===== config.mk =====
export PLATFORM = sky130hd
export DESIGN_NAME = cdb_arbiter
export DESIGN_NICKNAME = d
export VERILOG_FILES = /design/src/rtl/sys_defs_pkg.sv /design/src/rtl/cdb_req_fifo.sv /design/src/rtl/cdb_arbiter.sv
export SDC_FILE = /design/constraint.sdc
export NUM_CORES = 1
export LEC_CHECK = 0
export ABC_AREA = 1
export BUFFER_PORTS_ARGS = -buffer_cell sky130_fd_sc_hd__buf_2
export CORE_MARGIN = 2
export CORE_UTILIZATION = 51
export DETAILED_ROUTE_END_ITERATION = 16
export GPL_TIMING_DRIVEN = 0
export PLACE_DENSITY = 0.75
export SYNTH_ARGS = -nofsm -noshare
export SYNTH_HDL_FRONTEND = slang
export SYNTH_SLANG_ARGS = --single-unit

===== constraint.sdc =====
create_clock -name clk -period 2.4 [get_ports clk]
set_input_delay 0.36 -clock clk [delete_from_list [all_inputs] [get_ports clk]]
set_output_delay 0.36 -clock clk [all_outputs]
set_load 0.1 [all_outputs]

===== src/rtl/sys_defs_pkg.sv =====
// Shared processor definitions: ROB tag width, CDB payload type and
// the fixed requester slots on the common data bus.
package sys_defs;

  localparam int ROB_TAG_LEN = 5;
  localparam int XLEN        = 32;

  typedef struct packed {
    logic [ROB_TAG_LEN-1:0] rob_tag;
    logic [XLEN-1:0]        value;
  } CDB_DATA;

  localparam int CDB_REQ_ALU  = 0;
  localparam int CDB_REQ_MUL  = 1;
  localparam int CDB_REQ_LDST = 2;

endpackage


===== src/rtl/cdb_req_fifo.sv =====
// Per-requester result FIFO feeding the CDB arbiter. A full FIFO refuses
// pushes even when it is popped in the same cycle; flush empties it.
module cdb_req_fifo
  import sys_defs::*;
#(
  parameter int DEPTH = 2
) (
  input  logic    clk,
  input  logic    reset,
  input  logic    flush,
  input  logic    push,
  input  CDB_DATA data,
  input  logic    pop,
  output logic    full,
  output logic    empty,
  output CDB_DATA head
);

  localparam int PTR_W = (DEPTH > 1) ? $clog2(DEPTH) : 1;
  localparam int CNT_W = $clog2(DEPTH + 1);

  CDB_DATA            mem [DEPTH];
  logic [PTR_W-1:0]   wr_ptr;
  logic [PTR_W-1:0]   rd_ptr;
  logic [CNT_W-1:0]   count;
  logic               do_push;
  logic               do_pop;

  // DEPTH is a power of two, so the natural binary wrap is the modulo wrap.
  function automatic logic [PTR_W-1:0] next_ptr(input logic [PTR_W-1:0] ptr);
    return (DEPTH == 1) ? '0 : ptr + PTR_W'(1);
  endfunction

  assign full    = (count == CNT_W'(DEPTH));
  assign empty   = (count == '0);
  assign head    = mem[rd_ptr];
  assign do_push = push && !full;
  assign do_pop  = pop && !empty;

  // NOTE: sequential state uses non-blocking assignments so every register
  // samples the pre-edge values, independent of statement order.
  always_ff @(posedge clk) begin
    if (!reset || flush) begin
      wr_ptr <= '0;
      rd_ptr <= '0;
      count  <= '0;
    end else begin
      if (do_push) wr_ptr <= next_ptr(wr_ptr);
      if (do_pop)  rd_ptr <= next_ptr(rd_ptr);
      if (do_push && !do_pop)      count <= count + CNT_W'(1);
      else if (!do_push && do_pop) count <= count - CNT_W'(1);
    end
  end

  // NOTE: storage is deliberately not reset; a zero count makes stale
  // entries unreachable, and leaving it unreset lets it map to plain RAM.
  always_ff @(posedge clk) begin
    if (do_push) mem[wr_ptr] <= data;
  end

endmodule


===== src/rtl/cdb_arbiter.sv =====
// Common data bus arbiter: one FIFO per completing unit, round-robin grant
// of one result per cycle onto the registered cdb broadcast.
module cdb_arbiter
  import sys_defs::*;
#(
  parameter int NUM_REQ    = 3,
  parameter int FIFO_DEPTH = 2,
  localparam int SRC_W     = (NUM_REQ > 1) ? $clog2(NUM_REQ) : 1
) (
  input  logic                  clk,
  input  logic                  reset,
  input  logic                  flush,
  input  logic [NUM_REQ-1:0]    req_valid,
  input  CDB_DATA [NUM_REQ-1:0] req_data,
  output logic [NUM_REQ-1:0]    req_ready,
  output CDB_DATA               cdb,
  output logic [SRC_W-1:0]      cdb_src
);

  typedef struct packed {
    logic             found;
    logic [SRC_W-1:0] idx;
  } pick_t;

  CDB_DATA            heads [NUM_REQ];
  logic [NUM_REQ-1:0] full;
  logic [NUM_REQ-1:0] empty;
  logic [NUM_REQ-1:0] pop;
  logic [SRC_W-1:0]   rr_ptr;
  pick_t              pick;

  // Walk offsets from the far end back to zero so the nearest non-empty
  // requester at or after start is the one left standing.
  function automatic pick_t rr_pick(input logic [NUM_REQ-1:0] avail,
                                    input logic [SRC_W-1:0]   start);
    pick_t p;
    int    c;
    p = '0;
    for (int k = NUM_REQ - 1; k >= 0; k--) begin
      c = (int'(start) + k) % NUM_REQ;
      if (avail[c]) begin
        p.found = 1'b1;
        p.idx   = SRC_W'(c);
      end
    end
    return p;
  endfunction

  for (genvar g = 0; g < NUM_REQ; g++) begin : g_fifo
    cdb_req_fifo #(.DEPTH(FIFO_DEPTH)) u_fifo (
      .clk   (clk),
      .reset (reset),
      .flush (flush),
      .push  (req_valid[g]),
      .data  (req_data[g]),
      .pop   (pop[g]),
      .full  (full[g]),
      .empty (empty[g]),
      .head  (heads[g])
    );
  end

  // NOTE: every always_comb output gets a default first, so no path through
  // the block can leave it unassigned and infer a latch.
  always_comb begin
    pick = '0;
    pop  = '0;
    pick = rr_pick(~empty, rr_ptr);
    for (int i = 0; i < NUM_REQ; i++) begin
      pop[i] = pick.found && (pick.idx == SRC_W'(i));
    end
  end

  assign req_ready = ~full;

  always_ff @(posedge clk) begin
    if (!reset) begin
      cdb     <= '0;
      cdb_src <= '0;
      rr_ptr  <= '0;
    end else if (flush || !pick.found) begin
      cdb     <= '0;
      cdb_src <= '0;
    end else begin
      cdb     <= heads[pick.idx];
      cdb_src <= pick.idx;
      rr_ptr  <= SRC_W'((int'(pick.idx) + 1) % NUM_REQ);
    end
  end

endmodule


==> results of run 1 <==
cells by family after synthesis:
logic type / after synthesis / share of synthesized area, %
DFF: 278 / 72.2
and+or+nand+nor: 213 / 9.48
buffers and inverters: 109 / 4.84
AOI/OAI and AO/OA: 104 / 5.79
muxes: 74 / 6.87
adders and majority gates: 7 / 0.812
cell usage in the layout, fill, tap and decap left out, types with 3 or more instances in the layout:
master / n
nand4_1: 38
buf_2: 181
nor2_4: 10
inv_2: 8
inv_1: 54
nor2_1: 13
buf_6: 9
nand3_1: 38
ha_4: 6
mux2i_1: 74
nand3_4: 5
edfxtp_1: 222
clkinv_2: 6
buf_4: 17
nand2_1: 90
dlygate4sd3_1: 52
clkbuf_16: 28
nand3_2: 5
dfxtp_1: 54
clkbuf_8: 3
o211ai_1: 37
clkbuf_1: 16
o21ai_1: 6
nand2_2: 5
o21ai_0: 9
a21oi_1: 47
nand2_4: 7
worst max-delay path, delay by kind of cell (launching register included):
family | cells | cell delay [ns]
adder cells (fa/ha/maj) | 3 | 0.69
AND/OR/NAND/NOR | 7 | 0.66
AO/OA/AOI/OAI | 5 | 0.43
flip-flops | 1 | 0.37
buffers and inverters | 2 | 0.11
through the flow:
step / instances / instance area (um2) / total power, mW / utilization (%)
3_3_place_gp: 1218 / 12000 / 12.4 / 57.3
2_1_floorplan: 785 / 10800 / 11.1 / -
4_1_cts: 1331 / 13600 / 17.0 / 65.1
3_5_place_dp: 1220 / 12000 / 12.5 / 57.6
6_report: 1340 / 13800 / 17.3 / 66.0
5_1_grt: 1339 / 13800 / 18.0 / 66.0
where the power goes:
group,switching [mW],internal [mW]
logic,5.02,1.93
registers,0.195,5.89
clock network,1.75,2.47
total,6.96,10.3
routing by layer:
| layer | global-route usage [%] | vias up | wire [um] |
|---|---|---|---|
| met2 | 39.7 | 279 | 13000 |
| met1 | 28.7 | 3431 | 10100 |
| met4 | 6.76 | 0 | 576 |
| met5 | 0 | - | 0 |
| li1 | - | 3378 | - |
| met3 | 3.32 | 42 | 1700 |
final cells by class:
cell class	count	area share, %
Sequential cell	278	56.5
Multi-Input combinational cell	398	19.8
Timing Repair Buffer	228	10.7
Clock buffer	39	5.60
Tap cell	275	2.50
Buffer	44	2.03
Inverter	64	1.80
Clock inverter	13	0.971
Antenna cell	1	0.0182
final timing paths:
kind                            from                    endpoint  slack, ns  cells after the start
min                      req_data[5]  g_fifo[0].u_fifo.mem[0][5]       0.02                      1
max reg2reg                rr_ptr[0]   g_fifo[2].u_fifo.count[1]       0.04                     17
min reg2reg  g_fifo[2].u_fifo.rd_ptr     g_fifo[2].u_fifo.rd_ptr       0.50                      2
max                        rr_ptr[0]   g_fifo[2].u_fifo.count[1]       0.04                     17
flip-flops by register name (all words and copies together), names as in the netlist, named ones only:
name	count
g_fifo.u_fifo.mem	222
cdb	37
g_fifo.u_fifo.count	6
g_fifo.u_fifo.rd_ptr	3
g_fifo.u_fifo.wr_ptr	3
cdb_src	2
rr_ptr	2
repair_timing:
| action | CTS | global route |
|---|---|---|
| hold buffers | 52 | 0 |
| setup buffers | 7 | 9 |
| pin swaps | 7 | 13 |
| endpoints found under the hold margin | 101 | 0 |
| endpoints found under the setup margin | 5 | 3 |
| gates resized for setup | 26 | 31 |
==> run summary, run 1 <==
After detailed routing, the number of vias per cell comes to 5.32. The share of the Yosys chip area taken by registers is 72.2%. At the end of routability-driven placement, the weighted congestion stood at 0.817. Entering global routing, the biggest net connects 39 pins. The H-tree level count came out at 1. Detailed routing inserted a total of 7130 vias.

The final clock period utilization by the worst path is 98.3%, and the delay of the slowest critical-path stage is 0.37 ns. After floorplanning, the core was divided into 53 placement rows. TritonCTS built the clock tree. IR analysis of the VDD net gives a maximum drop of 0.655 mV. For the final routed database, the setup TNS stands at 0 ns. The run gives 5 as the number of search-and-repair iterations in the first detailed-routing pass. The critical path goes through inv_4 > ha_4 > inv_6 > nand2_4 > nand3_4 > nand2_4 > nand2_2 > o21ai_1 > nand2_1 > nand2_4 > ha_4 > nand3_4 > ha_4 > a21oi_2 > o21ai_2 > o21ai_1 > a21oi_1. The minimum clock period is 2.36 ns, and the arrival time reported for the critical path endpoint is 2.78 ns. The critical-path cell with the highest stage delay was dfxtp_4. The proportion of layout cells with a drive suffix above 1 came out at 29.2%. The mean cell area of the mapped netlist is 13.7 um2. After synthesis, the cell types taking the most area are edfxtp_1 62%, dfxtp_1 10%, mux2i_1 6.9%, nand2_1 3.3%, o211ai_1 2.6%. The top cell type by area accounts for 61.8% of the synthesized area. The count of state elements after synthesis works out to 278.

The critical-path maximum fanout was 5. By startpoint and endpoint, the worst setup path is classified as flip-flop to flip-flop. The register area is 7790 um2. The count of nets after finishing is 1166. The logs give 15.6% for the normalized max-slew margin and 25.4 mm for the total detailed-routing wirelength. Max-slew violation count: 0.

The flow ran to the end, and the final reports show no timing, DRC or antenna violations. The maximum buffer depth of the clock tree is 3. edfxtp_1 is the most common cell in the netlist. For this run, asynchronously set or reset flops after synthesis account for 0%. Across the run, the number of max-cap violations was 0.

The tools report the placeable core region as 20900 um2. The tightest min-delay check is of the primary input to flip-flop type. Once detail routing completed, the nets flagged for antenna violations numbered 0. The logs give 0 for the Yosys warning count and 2730 um2 for the footprint of the multi-input gates.

Number of DRC violations after detailed-routing iteration 0: 538. The tools report the summed instance area of the synthesized netlist as 10800 um2. Counting instances in the post-synthesis netlist gives the leading cell types as 222 x edfxtp_1, 96 x nand2_1, 74 x mux2i_1, 58 x inv_1, 56 x dfxtp_1. The count of flip-flops with a built-in enable after synthesis was 222. The slew of the pin with the lowest slew margin is 1.27 ns, and the reported leakage power is 5.21 nW.

The chip width was 149 um. The total power divided by cell area was 1250 nW/um2. The number of design rule violations left after detail routing came out at 0. On the final layout, the worst clock skew is 0.0236 ns. The endpoint class of the critical path is a flip-flop. Timing analysis after detailed placement gives a worst setup slack of -0.347 ns. The tools report the final hold violation count as 0.

STA classifies the critical path startpoint as a flip-flop. The die outline height works out to 149 um. The worst-skew pair later-pin latency is 0.54 ns.

The tools report the minimum setup slack in the final design as 0.0397 ns. Main flop type after synthesis: edfxtp_1. CTS saw 278 sinks.

The run gives 28 as the number of buffers created by CTS. The synthesized instance count is 785. Synthesis instantiated 25 different standard cells from the library. Static timing analysis puts the maximum clock frequency at 424 MHz. For the worst setup path, the data required time is 2.82 ns. The CTS root buffer was clkbuf_16.

Once the floorplan was initialized, standard cells occupied 51.6% of the core. The tightest hold path in the finished design has a slack of 0.0214 ns. Relative to the synthesized area, the layout overhead comes to 27.8%.

Setup violations remaining at the end of the flow were counted as 0. The total overflow left after global routing is 0. The placed wire-length estimate after detailed placement is 15.7 mm. Pin placement for this block handled 159 I/O pins. Clock-pin slew was measured on the worst setup and hold paths at 0.06 ns. In this run the tool buffered the top-level ports with 158 buffer cells. The total die area is 22300 um2, and the final-layout fill cell count is 1490. The number of nets produced by synthesis is 909, and the global router's overall resource usage is 22.4%. Dividing the detail-routed wire length by the instance count gives 18.9 um.

The wire length of the first global-routing pass came out at 38.0 mm. The initial antenna violation count is 0. edfxtp_1 takes more of the synthesized area than any other cell. Number of global-route vias before repair: 7240.
Note: power is estimated with default switching activity, not from simulation.
==> inputs of run 2 (changes only) <==
Settings changed: CORE_ASPECT_RATIO set to 0.9.
==> run 2 against run 1 <==
- die area is essentially flat
- combinational power down 3.2%
- worst hold slack worse by 0.0042 ns
- highest routed layer unchanged
- largest power group unchanged
- wire length decreased by 4.7%
- sequential share of layout area rose by 2.0 points
- largest cell class unchanged
- maximum frequency shrank 0.82%
- critical path depth stayed put
- global-route usage shrank 1.4 points
==> run summary, run 2 (same netlist as run 1, synthesis figures left out) <==
The register containing the most flip-flops in the final layout was g_fifo.u_fifo.mem. The per-cell routed wire length was 18.6 um; the total buffers and inverters traversed by the critical path was 2. The number of DRC violations after detailed-routing iteration 0 is 402, and the delay of the slowest critical-path stage is 0.37 ns. The congestion estimate from routability-driven global placement came to 0.775. STA puts the critical path data required time at 2.82 ns. Startpoint kind of the worst setup timing path: a flip-flop.

The total power draw was 17.2 mW; the reported leakage power was 5.00 nW. For this block, the via count after detailed routing is 6866. Including well taps, the total number of placed cells is 1231. The final setup violation count came out at 0.

The flop-to-flop setup slack came out at 0.02 ns. The run finished with clean final reports. The placed instances occupy a cell area of 12000 um2.

After filler insertion, the fill cell instance count of the layout stands at 1580. The H-tree level count was 1; the die outline height was 142 um. STA classifies the critical path endpoint as a flip-flop. Global routing used 21.1% of the available tracks across all layers. The placed wire-length estimate after detailed placement was 15.7 mm; the number of flip-flops in the largest register was 222. After the last flow step, the layout net total stands at 1115. Entering global routing, the biggest net connects 39 pins. Setup repair after global routing could not meet its margin everywhere.

The effective utilization at floorplan came out at 51.9%. Between clock sinks in the finished design, the worst skew comes to 0.0146 ns. The post-route cell area is 13300 um2, and the total power divided by cell area is 1290 nW/um2.

The total overflow left after global routing is 0. The wire length of the first global-routing pass came out at 35.7 mm. The max-slew violation count was 0; the normalized max-slew margin was 14.2%. The routed design could run at a clock period as short as 2.38 ns. The number of vias per cell is 5.28, and the number of design rule violations left after detail routing is 0. The tree built by TritonCTS fans out to 278 sinks. Clock tree synthesis selected as its root buffer the cell clkbuf_16. Maximum operating frequency: 420 MHz. The number of buffers inserted by port buffering works out to 158. Proportion of layout cells with a drive suffix above 1: 30.2%.

The total detailed-routing wirelength is 24.2 mm, and the final clock period utilization by the worst path is 99.2%. The die is 157 um wide. The tools report the number of I/O pins as 159.

The critical-path cell with the highest stage delay is dfxtp_4. For the number of global-route vias before repair, the log shows 6777. In the final layout, the registers with the most flip-flops are g_fifo.u_fifo.mem x222, cdb x37, g_fifo.u_fifo.count x6. The library cells used most frequently in the layout, excluding fill and tap cells, are 222 x edfxtp_1, 181 x buf_2, 88 x nand2_1. Leaving out fill and tap cells, the most frequent cell in the layout is edfxtp_1. The number of clock buffers added by TritonCTS is 29. The tightest hold path in the finished design has a slack of 0.0171 ns. After clock tree synthesis, the clock-pin slew on the worst setup and hold paths is 0.06 ns. The signal on the critical path passes through inv_4 > ha_4 > inv_6 > nand2_4 > nand3_4 > nand2_4 > nand2_2 > o21ai_2 > nand2_2 > nand2_4 > ha_4 > nand3_4 > ha_4 > a21oi_2 > o21ai_2 > o21ai_1 > a21oi_1. The number of search-and-repair iterations in the first detailed-routing pass was 4.

TritonCTS built the clock tree. In this design, the largest share of critical-path delay is due to adder cells. Max-cap violations in this run came to 0. The run gives 0 as the count of nets left with antenna violations after detail routing. Of all nets on the critical path, the largest fanout is 4.

At the later pin of the worst-skew pair, clock insertion delay measures 0.53 ns. The logs give 0 for the final hold violation count and 0.946 mV for the peak supply drop. The die covers 22300 um2. Maximum buffer depth of the clock tree: 3.

Relative to the synthesized area, the layout overhead comes to 23.5%. For the initial antenna violation count, the log shows 1. The slew of the pin with the lowest slew margin came out at 1.28 ns. The number of non-filler instances in the completed layout came out at 1300. After floorplanning, the core was divided into 50 placement rows.

The min-delay analysis places its worst path in the category primary input to flip-flop. The critical path is of the flip-flop to flip-flop type. The placeable core region was 20800 um2. Data arrives at the worst endpoint at 2.80 ns.
run 2: changes by cell type in the layout (fill, tap and decap cells not counted), sizes merged:
cell	delta
dlygate4sd3	-47
clkbuf	+6
buf	-5
clkinv	-3
clkinvlp	-1
inv	-1
run 2: what timing repair did:
| action | CTS | global route |
|---|---|---|
| endpoints found under the setup margin | 4 | 5 |
| pin swaps | 6 | 12 |
| setup buffers | 6 | 4 |
| hold buffers | 5 | 0 |
| hold endpoints to repair | 10 | 0 |
| gates resized for setup | 20 | 36 |
| gates cloned | 0 | 0 |
run 2: layer usage:
metal / routed length [um] / up-vias / global-route usage, %
met1: 10400 / 3313 / 27.8
met3: 1320 / 44 / 3.53
li1: - / 3272 / -
met5: 0 / - / 0
met2: 11800 / 237 / 36.2
met4: 619 / 0 / 5.89
run 2: layout make-up:
type	instances	area (um2)	share of cell area, %
multi-input cells	398	2710	20.4
diodes	1	2.50	0.0188
clock buffers	45	856	6.43
flip-flops and latches	278	7790	58.5
plain buffers	45	295	2.22
clock inverters	8	90.1	0.676
repair buffers	175	960	7.21
inverters	64	250	1.88
well taps	286	358	2.69
run 2: where the power goes:
group          internal [mW]  leakage (nW)  switching [mW]
registers               5.90          2.54           0.199
logic                   1.82          2.01            4.90
clock network           2.65         0.462            1.72
run 2: worst paths after layout:
check,end,from,cells after the start
setup reg to reg,g_fifo[2].u_fifo.count[1],rr_ptr[0],17
setup / recovery,g_fifo[2].u_fifo.count[1],rr_ptr[0],17
hold / removal,g_fifo[2].u_fifo.mem[0][18],req_data[92],1
hold reg to reg,g_fifo[2].u_fifo.rd_ptr,g_fifo[2].u_fifo.rd_ptr,2
run 2: stage by stage:
step | util (%) | TNS [ns] | worst slack [ns]
3_3_place_gp | 57.7 | -20.76 | -0.286
2_1_floorplan | - | -26.32 | -0.360
6_report | 64.1 | 0 | 0.0201
5_1_grt | 64.1 | -0.175 | -0.0977
4_1_cts | 63.2 | -0.0120 | -0.0120
3_5_place_dp | 58.0 | -0.649 | -0.284
==> inputs of run 3 (changes only) <==
Settings changed: REMOVE_ABC_BUFFERS set to 1.
==> run 3 against run 2 <==
- the flow now finishes with violations (setup timing)
- first-iteration DRC count grew 46%
- register-to-register slack worse by 0.14 ns
- critical path depth stayed put
- die area unchanged
- worst hold slack got worse by 0.0043 ns
==> run summary, run 3 (same netlist as run 1, synthesis figures left out) <==
The run finished, with violations left. The final reports fail on setup timing. The highest routed metal layer was met5. The number of DRC violations after detailed-routing iteration 0 is 586, and the final clock period utilization by the worst path is 105%. The first global-routing pass estimated 41.0 mm of wire.

Relative to the synthesized area, the layout overhead comes to 26.8%. Once the floorplan was initialized, standard cells occupied 51.9% of the core. STA puts the critical path data arrival time at 2.93 ns. After detailed routing, the average wire length per cell comes to 22.1 um. The number of vias in the routed layout was 7367. The max-slew violation count was 0; the cell count of the worst hold path was 1. The global-route congestion overflow total is 0. The register with the most flip-flops in the layout has 222 of them. After legalization and detailed placement, the total HPWL measured 14.7 mm. The number of non-filler instances in the completed layout came out at 1310. The number of max-cap violations was 0. The congestion estimate from routability-driven global placement came to 0.742. Leaving out fill and tap cells, the most frequent cell in the layout is edfxtp_1. After floorplanning, the core was divided into 50 placement rows. The logs give 2.43 mm for the routed length on met3 and 7247 for the number of global-route vias before repair. The total power divided by cell area came out at 1300 nW/um2. The reported leakage power was 5.11 nW; the total die area was 22300 um2.

The largest registers in the layout are g_fifo.u_fifo.mem x222, cdb x37, g_fifo.u_fifo.count x6. The global router's overall resource usage is 25.0%. Counting I/O delays and the setup requirement, the final critical path takes 2.51 ns. The count of cells along the worst register-to-register path is 17, and the initial antenna violation count is 3. For the final setup violation count, the log shows 2. In this run, CTS created clock tree buffers numbering 28. For the pin with the worst max-slew slack, the measured transition is 0.816 ns. Using the TritonRoute via totals, the vias-per-cell ratio works out to 5.62.

Setup repair after global routing could not meet its margin everywhere. Clock-pin slew was measured on the worst setup and hold paths at 0.06 ns. The number of sinks on the clock net is 278. The setup path with the least slack is of type flip-flop to flip-flop. Across all hold checks on the routed design, the worst slack comes to 0.0129 ns. The die is 157 um wide. The worst hold path belongs to the class primary input to flip-flop.

The count of nets left with antenna violations after detail routing was 0. Pin placement for this block handled 159 I/O pins. The die outline height works out to 142 um. TritonCTS built the clock tree. The clock reaches the later pin of the worst-skew pair after 0.54 ns. The count of nets after finishing is 1123. The minimum setup slack in the final design was -0.115 ns.

The worst setup path is captured at a flip-flop. Fill cells in the final layout number 1492. With fillers left out, the area of the finished cells amounts to 13700 um2. Measured against its own limit, the worst slew margin works out to 45.4%. For the number of design rule violations left after detail routing, the log shows 0.

Ranked by flip-flop count, first place goes to g_fifo.u_fifo.mem. The maximum operating frequency was 398 MHz. The tools report the peak supply drop as 0.840 mV.

The tools report the CTS root buffer as clkbuf_16. H-tree level count: 1. Startpoint kind of the worst setup timing path: a flip-flop.

Once placement finished, the instance area stood at 11900 um2. Maximum clock skew at final layout: 0.0105 ns. For the final routed database, the setup TNS stands at -0.130 ns. Once placement completed, the tool counted placed cells totaling 1194. In the layout the commonest cells are 222 x edfxtp_1, 158 x buf_2, 86 x nand2_1.

The run gives 20800 um2 as the placeable core region. The proportion of layout cells with a drive suffix above 1 works out to 30.3%. The data required time at the worst endpoint is 2.82 ns.

The number of buffers inserted by port buffering works out to 158. For this run, the detailed router's first-pass iteration total came to 5. In this run the worst path has a maximum fanout of 5. For the total detailed-routing wirelength, the log shows 28.9 mm. Maximum buffer depth of the clock tree: 3. Power comes to 17.8 mW.

The met2 wirelength from detailed routing was 13.9 mm. The final hold violation count is 0. The detailed router put a total of 11.9 mm of wire on met1.

Entering global routing, the biggest net connects 41 pins.
==> run 3: changes by cell type in the layout (fill, tap and decap cells not counted), moves of 5 or more <==
cell / change
buf_4: +16
dlygate4sd3_1: +16
clkbuf_1: -10
buf_2: -23
nand3_4: +5
buf_6: -7
==> run 3: final timing paths <==
check / from / to / slack (ns)
setup reg to reg: rr_ptr[0] / g_fifo[0].u_fifo.count[1] / -0.11
hold reg to reg: g_fifo[2].u_fifo.rd_ptr / flip-flop / 0.48
setup / recovery: rr_ptr[0] / g_fifo[0].u_fifo.count[1] / -0.11
hold / removal: req_data[27] / g_fifo[0].u_fifo.mem[0][27] / 0.01
==> run 3: per-layer routing <==
layer  up-vias  track usage [%]
li1       3328                -
met1      3620             33.0
met2       357             41.7
met3        58             5.54
met4         4             7.46
met5         -                0
==> run 3: final cells by class <==
type	instances	area (um2)	area share, %
antenna	4	10.0	0.0732
inverter	64	255	1.87
multi-input combinational	408	2900	21.2
clock inverter	11	78.8	0.576
tap	286	358	2.62
timing repair buffer	219	1470	10.7
clock buffer	40	807	5.90
sequential	278	7800	57.0
==> run 3: worst max-delay path, cell delays in order, from the launching register on <==
cell     delay [ns]
dfxtp_4        0.36
inv_4          0.04
ha_4           0.30
inv_4          0.06
nand3_2        0.11
nand2_2        0.08
nand2_4        0.08
o21ai_4        0.08
buf_6          0.16
nor2_2         0.12
nand2_1        0.08
nor2_2         0.16
inv_2          0.07
ha_4           0.24
a21oi_1        0.14
o21ai_1        0.12
o21ai_1        0.14
a21oi_1        0.05
==> run 3: timing repair <==
action / in CTS / in global routing
endpoints found under the hold margin: 30 / 7
gates resized for setup: 36 / 36
setup endpoints to repair: 51 / 42
buffers inserted: 24 / 7
pin swaps: 13 / 15
hold buffers: 17 / 4
gates cloned: 9 / 1
==> run 3: power breakdown <==
part | leakage, nW | switching, mW | internal [mW] | total (mW)
Sequential | 2.54 | 0.299 | 5.89 | 6.19
Clock | 0.438 | 1.72 | 2.43 | 4.16
Combinational | 2.13 | 5.52 | 1.96 | 7.48
==> run 3: stage by stage <==
step	setup WS (ns)	util, %
after floorplan	-0.979	-
after global placement	-1.83	56.1
after detailed placement	-2.11	57.5
after CTS	0.00283	64.7
after global routing	-0.186	65.8
final	-0.115	65.9
